### src/rtl/level_crossing_pkg.sv
// Shared definitions for the level-crossing blocks: counting-point state
// encoding, sensor-pair codes and defaults shared with the gate controller.
package level_crossing_pkg;

   localparam int CNT_W_DEFAULT = 4;
   localparam int NUM_BOGEYS    = 4;

   typedef enum logic [2:0] {
      IDLE  = 3'd0,
      A1    = 3'd1,
      AB    = 3'd2,
      A2    = 3'd3,
      B1    = 3'd4,
      BA    = 3'd5,
      B2    = 3'd6,
      FAULT = 3'd7
   } acp_state_e;

   // Filtered sensor pair, bit 1 = sensor A, bit 0 = sensor B.
   localparam logic [1:0] PAIR_NONE = 2'b00;
   localparam logic [1:0] PAIR_A    = 2'b10;
   localparam logic [1:0] PAIR_B    = 2'b01;
   localparam logic [1:0] PAIR_AB   = 2'b11;

   function automatic logic is_tracking(input acp_state_e st);
      return (st != IDLE) && (st != FAULT);
   endfunction

endpackage

### src/rtl/axle_counter_point_sensor_debounce.sv
// Two-flop synchronizer followed by a run-length debouncer for one wheel
// sensor; the filtered level moves only after DEBOUNCE_CYCLES disagreeing samples.
module sensor_debounce #(
   parameter int DEBOUNCE_CYCLES = 4
) (
   input  logic Clk,
   input  logic Reset_n,
   input  logic raw,
   output logic filt
);

   localparam int RUN_W = $clog2(DEBOUNCE_CYCLES) + 1;
   localparam logic [RUN_W-1:0] RUN_LAST = RUN_W'(DEBOUNCE_CYCLES - 1);

   logic [1:0]       sync_q, sync_d;
   logic             filt_q, filt_d;
   logic [RUN_W-1:0] run_q, run_d;

   always_comb begin
      sync_d = {sync_q[0], raw};
   end

   // A single agreeing sample restarts the run, so short glitches never reach filt.
   always_comb begin
      filt_d = filt_q;
      run_d  = '0;
      if (sync_q[1] != filt_q) begin
         if (run_q == RUN_LAST) begin
            filt_d = sync_q[1];
            run_d  = '0;
         end else begin
            filt_d = filt_q;
            run_d  = run_q + RUN_W'(1);
         end
      end else begin
         run_d = '0;
      end
   end

   always_ff @(posedge Clk or negedge Reset_n) begin
      if (!Reset_n) begin
         sync_q <= 2'b00;
         filt_q <= 1'b0;
         run_q  <= '0;
      end else begin
         sync_q <= sync_d;
         filt_q <= filt_d;
         run_q  <= run_d;
      end
   end

   assign filt = filt_q;

endmodule

### src/rtl/axle_counter_point.sv
// Axle counting point: decodes the occlusion order of two debounced wheel
// sensors into saturating A->B and B->A bogey counts with sticky fault detection.
module axle_counter_point
   import level_crossing_pkg::*;
#(
   parameter int DEBOUNCE_CYCLES = 4,
   parameter int TIMEOUT_CYCLES  = 1024,
   parameter int CNT_W           = CNT_W_DEFAULT
) (
   input  logic             Clk,
   input  logic             Reset_n,
   input  logic             sensor_a,
   input  logic             sensor_b,
   input  logic             clear,
   output logic [CNT_W-1:0] Count_a2b,
   output logic [CNT_W-1:0] Count_b2a,
   output logic             inc_a2b,
   output logic             inc_b2a,
   output logic             busy,
   output logic             fault
);

   localparam int TMO_W = $clog2(TIMEOUT_CYCLES + 1);
   localparam logic [TMO_W-1:0] TMO_LAST = TMO_W'(TIMEOUT_CYCLES - 1);
   localparam logic [CNT_W-1:0] CNT_MAX  = {CNT_W{1'b1}};

   logic             fa_s, fb_s;
   logic [1:0]       pair_s;
   acp_state_e       state_q, state_d, fsm_next_s;
   logic             done_a2b_s, done_b2a_s, timeout_s;
   logic [TMO_W-1:0] tmo_q, tmo_d;
   logic [CNT_W-1:0] cnt_a2b_q, cnt_a2b_d, cnt_b2a_q, cnt_b2a_d;
   logic             inc_a2b_q, inc_a2b_d, inc_b2a_q, inc_b2a_d;
   logic             busy_q, busy_d, fault_q, fault_d;

   sensor_debounce #(.DEBOUNCE_CYCLES(DEBOUNCE_CYCLES)) u_deb_a (
      .Clk     (Clk),
      .Reset_n (Reset_n),
      .raw     (sensor_a),
      .filt    (fa_s)
   );

   sensor_debounce #(.DEBOUNCE_CYCLES(DEBOUNCE_CYCLES)) u_deb_b (
      .Clk     (Clk),
      .Reset_n (Reset_n),
      .raw     (sensor_b),
      .filt    (fb_s)
   );

   assign pair_s = {fa_s, fb_s};

   always_ff @(posedge Clk or negedge Reset_n) begin
      if (!Reset_n) begin
         state_q <= IDLE;
      end else begin
         state_q <= state_d;
      end
   end

   // Each tracking state accepts hold, one step forward or one step back.
   always_comb begin
      fsm_next_s = state_q;
      done_a2b_s = 1'b0;
      done_b2a_s = 1'b0;
      case (state_q)
         IDLE: begin
            case (pair_s)
               PAIR_NONE: fsm_next_s = IDLE;
               PAIR_A:    fsm_next_s = A1;
               PAIR_B:    fsm_next_s = B1;
               default:   fsm_next_s = FAULT;
            endcase
         end
         A1: begin
            case (pair_s)
               PAIR_A:    fsm_next_s = A1;
               PAIR_NONE: fsm_next_s = IDLE;
               PAIR_AB:   fsm_next_s = AB;
               default:   fsm_next_s = FAULT;
            endcase
         end
         AB: begin
            case (pair_s)
               PAIR_AB: fsm_next_s = AB;
               PAIR_A:  fsm_next_s = A1;
               PAIR_B:  fsm_next_s = A2;
               default: fsm_next_s = FAULT;
            endcase
         end
         A2: begin
            case (pair_s)
               PAIR_B:    fsm_next_s = A2;
               PAIR_NONE: begin
                  fsm_next_s = IDLE;
                  done_a2b_s = 1'b1;
               end
               PAIR_AB:   fsm_next_s = AB;
               default:   fsm_next_s = FAULT;
            endcase
         end
         B1: begin
            case (pair_s)
               PAIR_B:    fsm_next_s = B1;
               PAIR_NONE: fsm_next_s = IDLE;
               PAIR_AB:   fsm_next_s = BA;
               default:   fsm_next_s = FAULT;
            endcase
         end
         BA: begin
            case (pair_s)
               PAIR_AB: fsm_next_s = BA;
               PAIR_B:  fsm_next_s = B1;
               PAIR_A:  fsm_next_s = B2;
               default: fsm_next_s = FAULT;
            endcase
         end
         B2: begin
            case (pair_s)
               PAIR_A:    fsm_next_s = B2;
               PAIR_NONE: begin
                  fsm_next_s = IDLE;
                  done_b2a_s = 1'b1;
               end
               PAIR_AB:   fsm_next_s = BA;
               default:   fsm_next_s = FAULT;
            endcase
         end
         FAULT:   fsm_next_s = FAULT;
         default: fsm_next_s = FAULT;
      endcase
   end

   assign timeout_s = is_tracking(state_q) && (fsm_next_s == state_q) && (tmo_q == TMO_LAST);

   // Clear outranks everything, including a pending fault or completion.
   always_comb begin
      if (clear) begin
         state_d = IDLE;
      end else if (timeout_s) begin
         state_d = FAULT;
      end else begin
         state_d = fsm_next_s;
      end
   end

   always_comb begin
      if (clear || (state_d != state_q) || !is_tracking(state_q)) begin
         tmo_d = '0;
      end else begin
         tmo_d = tmo_q + TMO_W'(1);
      end
   end

   // Saturating counters; a blocked increment also suppresses its strobe.
   always_comb begin
      cnt_a2b_d = cnt_a2b_q;
      cnt_b2a_d = cnt_b2a_q;
      inc_a2b_d = 1'b0;
      inc_b2a_d = 1'b0;
      if (clear) begin
         cnt_a2b_d = '0;
         cnt_b2a_d = '0;
      end else begin
         if (done_a2b_s && (cnt_a2b_q != CNT_MAX)) begin
            cnt_a2b_d = cnt_a2b_q + CNT_W'(1);
            inc_a2b_d = 1'b1;
         end else begin
            cnt_a2b_d = cnt_a2b_q;
         end
         if (done_b2a_s && (cnt_b2a_q != CNT_MAX)) begin
            cnt_b2a_d = cnt_b2a_q + CNT_W'(1);
            inc_b2a_d = 1'b1;
         end else begin
            cnt_b2a_d = cnt_b2a_q;
         end
      end
   end

   always_comb begin
      busy_d  = (state_d != IDLE);
      fault_d = (state_d == FAULT);
   end

   always_ff @(posedge Clk or negedge Reset_n) begin
      if (!Reset_n) begin
         tmo_q     <= '0;
         cnt_a2b_q <= '0;
         cnt_b2a_q <= '0;
         inc_a2b_q <= 1'b0;
         inc_b2a_q <= 1'b0;
         busy_q    <= 1'b0;
         fault_q   <= 1'b0;
      end else begin
         tmo_q     <= tmo_d;
         cnt_a2b_q <= cnt_a2b_d;
         cnt_b2a_q <= cnt_b2a_d;
         inc_a2b_q <= inc_a2b_d;
         inc_b2a_q <= inc_b2a_d;
         busy_q    <= busy_d;
         fault_q   <= fault_d;
      end
   end

   assign Count_a2b = cnt_a2b_q;
   assign Count_b2a = cnt_b2a_q;
   assign inc_a2b   = inc_a2b_q;
   assign inc_b2a   = inc_b2a_q;
   assign busy      = busy_q;
   assign fault     = fault_q;

endmodule

### config.mk
export PLATFORM = sky130hd
export DESIGN_NAME = axle_counter_point
export DESIGN_NICKNAME = d
export VERILOG_FILES = /design/src/rtl/level_crossing_pkg.sv /design/src/rtl/axle_counter_point_sensor_debounce.sv /design/src/rtl/axle_counter_point.sv
export SDC_FILE = /design/constraint.sdc
export NUM_CORES = 1
export LEC_CHECK = 0
export ABC_CLOCK_PERIOD_IN_PS = 3550
export BUFFER_PORTS_ARGS = -buffer_cell sky130_fd_sc_hd__buf_2
export CAP_MARGIN = 5
export CORE_UTILIZATION = 64
export DETAILED_ROUTE_END_ITERATION = 10
export HOLD_SLACK_MARGIN = 0.1
export PLACE_DENSITY_LB_ADDON = 0.05
export SLEW_MARGIN = 20
export SYNTH_ARGS = -nofsm -noshare
export SYNTH_HDL_FRONTEND = slang
export SYNTH_HIERARCHICAL = 1
export SYNTH_SLANG_ARGS = --single-unit
### constraint.sdc
create_clock -name Clk -period 3.55 [get_ports Clk]
set_input_delay 0.355 -clock Clk [delete_from_list [all_inputs] [get_ports Clk]]
set_output_delay 0.355 -clock Clk [all_outputs]
set_load 0.1 [all_outputs]
==> out/results.ini <==
[floorplan]
io-pin-count = 17
fp.dieH_um = 61.3
die-area_um2 = 3750
start_util_pct = 66.9
rows = 21
core_area_um2 = 3360
die-width_um = 61.3

[yosys]
async_reset_ff_share_pct = 100
yosysWarnings = 6
yosys.area.top_type = dfrtp_1
synth-seq-cells = 38
syn_area_per_cell_um2 = 10.5
syn_nets = 231
syn_area_um2 = 2250
yosysSeqAreaShare_pct = 42.3
synth_cell_types = 51
synth_top_area_share_pct = 42.3
yosysMostFrequentCell = dfrtp_1
syn_inst = 214
synth_edf_count = 0
synth_commonest_cells = dfrtp_1, nand2_1, nor2_1
synth_area_leaders = dfrtp_1, ha_1, a2111oi_2
ys.flop_type = dfrtp_1

[detailed_routing]
ant_nets = 0
via_count = 1687
drt-wirelength-per-cell_um = 15.1
drt_iter0_markers = 153
drt_first_pass_iters = 4
drt-vias-per-instance = 6.13
drc = 0
wl_um = 4160

[run]
drv_cap = 0

[worst_setup_path]
path_delay_family = simple AND/OR/NAND/NOR gates
crit_path_max_fanout = 11
cpPeakStageDelay_ns = 0.62
required_ns = 3.78
startpoint_type = flip-flop
end_kind = flip-flop
critical_path_class = reg -> reg
path_buf_inv = 1
path_cells = inv_1, ha_1, and2_1, o21ai_1, a31oi_1, or3_1, a2111oi_2
cp_data_arrival_time_ns = 2.91
r2r-start = u_deb_a/filt$_DFFE_PN0P_
slowest_stage = or3_1
critPathLaunch = u_deb_a/filt$_DFFE_PN0P_

[power]
intPower_mw = 1.01
pwr-share-comb_pct = 44.8
netSwitchingFraction_pct = 43.8
power_frac_seq_pct = 33.9
ir_drop_v = 0.000380
power_leakage_nw = 1.03
p_switching_mw = 0.789
p_clk_share_pct = 21.4
p_per_area_nw_per_um2 = 737

[sta]
rsz0062_at_grt = false
fmax_ghz = 0.374
fin_setup_tns_ns = 0
finalHoldViolCount = 0
fin_worst_skew_ns = 0.0148
min_period_ns = 2.68
slew_headroom_pct = 46.6
setup_violations = 0
tightest_slew_ns = 0.800
period_share_pct = 75.4
drv_slew = 0

[run_status]
status = finished clean

[clock_network]
cts_tree = yes
cts_hold_buf = 0
clk_root_buffer_cell = clkbuf_4
cts-resized-gates = 0
htree_num_levels = 2
clkSlewWorstSetupHoldPaths_ns = 0.12
post_cts_buffers = 0
clock_sinks = 38
clock_path_buffers = 2
insertion_delay_ns = 0.35
cts_buffers = 5

[global_route]
grt_pass1_vias = 1548
grt_usage_pct = 25.6
antenna_found_initial = 0
grt_pass1_wl_um = 7000
grt_max_degree = 39
overflow = 0

[cells_and_area]
drive_above_1_share_pct = 19.2
area_growth_pct = 8.79
final_cells = 275
antenna_cells = 0
nets = 245

[placed_design]
dp_hpwl_um = 2900
dp.cells = 265
finalWeightedCongestion = 0.914
port_buffers = 16

[hold_path]
hold_path.class = in -> async

==> cells by family after synthesis <==
logic type	count (synthesis)	synth area share (%)
and+or+nand+nor	83	21.7
AOI/OAI and AO/OA	43	16.5
buffers and inverters	17	4.34
xor gates and xnor gates	18	7.01
DFF	38	42.3
adders and majority gates	12	6.68
muxes	3	1.45
==> flip-flops by register name, indices dropped and copies added, names as in the netlist <==
| signal | count |
|---|---|
| tmo_q | 11 |
| Count_a2b | 4 |
| Count_b2a | 4 |
| state_q | 3 |
| u_deb_a/run_q | 3 |
| u_deb_b/run_q | 3 |
| u_deb_a/sync_q | 2 |
| u_deb_b/sync_q | 2 |
| busy | 1 |
| fault | 1 |
| inc_a2b | 1 |
| inc_b2a | 1 |
| u_deb_a/filt | 1 |
| u_deb_b/filt | 1 |
==> stage by stage <==
step	setup slack [ns]	power, mW	hold slack, ns	utilization [%]	cell area (um^2)
detailed placement	0.901	1.41	0.338	68.8	2310
CTS	0.862	1.80	0.102	72.1	2430
global placement	1.04	1.38	0.332	68.8	2310
floorplan	1.25	1.29	0.0594	-	2250
finish	0.874	1.80	0.0728	72.7	2450
global route	0.618	1.93	0.149	72.7	2450
==> per-layer routing <==
metal | share of wire (%) | GRT usage [%]
met3 | 3.6 | 5.67
met1 | 45 | 34.7
met5 | 0 | 0
met4 | 1.7 | 9.09
met2 | 50 | 40.4
==> layout by cell type, fill, tap and decap left out, types with 6 or more instances in the layout <==
cell | synthesis | layout
buf_2 | 6 | 16
nand4_1 | 7 | 7
a2111oi_2 | 9 | 9
a21oi_1 | 11 | 11
xor2_1 | 8 | 8
nand2_1 | 15 | 15
ha_1 | 12 | 12
nor3_1 | 6 | 6
dfrtp_1 | 38 | 38
nand3_1 | 7 | 7
nor2_1 | 14 | 14
xnor2_1 | 10 | 10
==> layout make-up <==
class / instances / area (um^2)
Fill cell: 271 / 917
Multi-Input combinational cell: 159 / 1200
Tap cell: 46 / 57.6
Inverter: 5 / 18.8
Clock inverter: 2 / 60.1
Timing Repair Buffer: 19 / 108
Sequential cell: 38 / 951
Clock buffer: 6 / 51.3
==> power groups by stage <==
stage | registers [mW] | clock network (mW) | logic [mW]
floorplan | 0.620 | 0 | 0.674
global placement | 0.609 | 0 | 0.771
detailed placement | 0.618 | 0 | 0.796
CTS | 0.609 | 0.392 | 0.797
global route | 0.627 | 0.412 | 0.886
finish | 0.611 | 0.386 | 0.807
==> final timing paths <==
check	endpoint	cells past startpoint	slack, ns
worst max register to register	tmo_q[8]$_DFF_PN0_	7	0.87
worst max-delay path	tmo_q[8]$_DFF_PN0_	7	0.87
worst min-delay path	Count_a2b[1]$_DFFE_PN0P_	1	0.07
min in group Clk	u_deb_a/sync_q[1]$_DFF_PN0_	0	0.36
max in group asynchronous	tmo_q[8]$_DFF_PN0_	1	2.96
worst min register to register	u_deb_a/sync_q[1]$_DFF_PN0_	0	0.36
(Power assumes the default switching activity.)
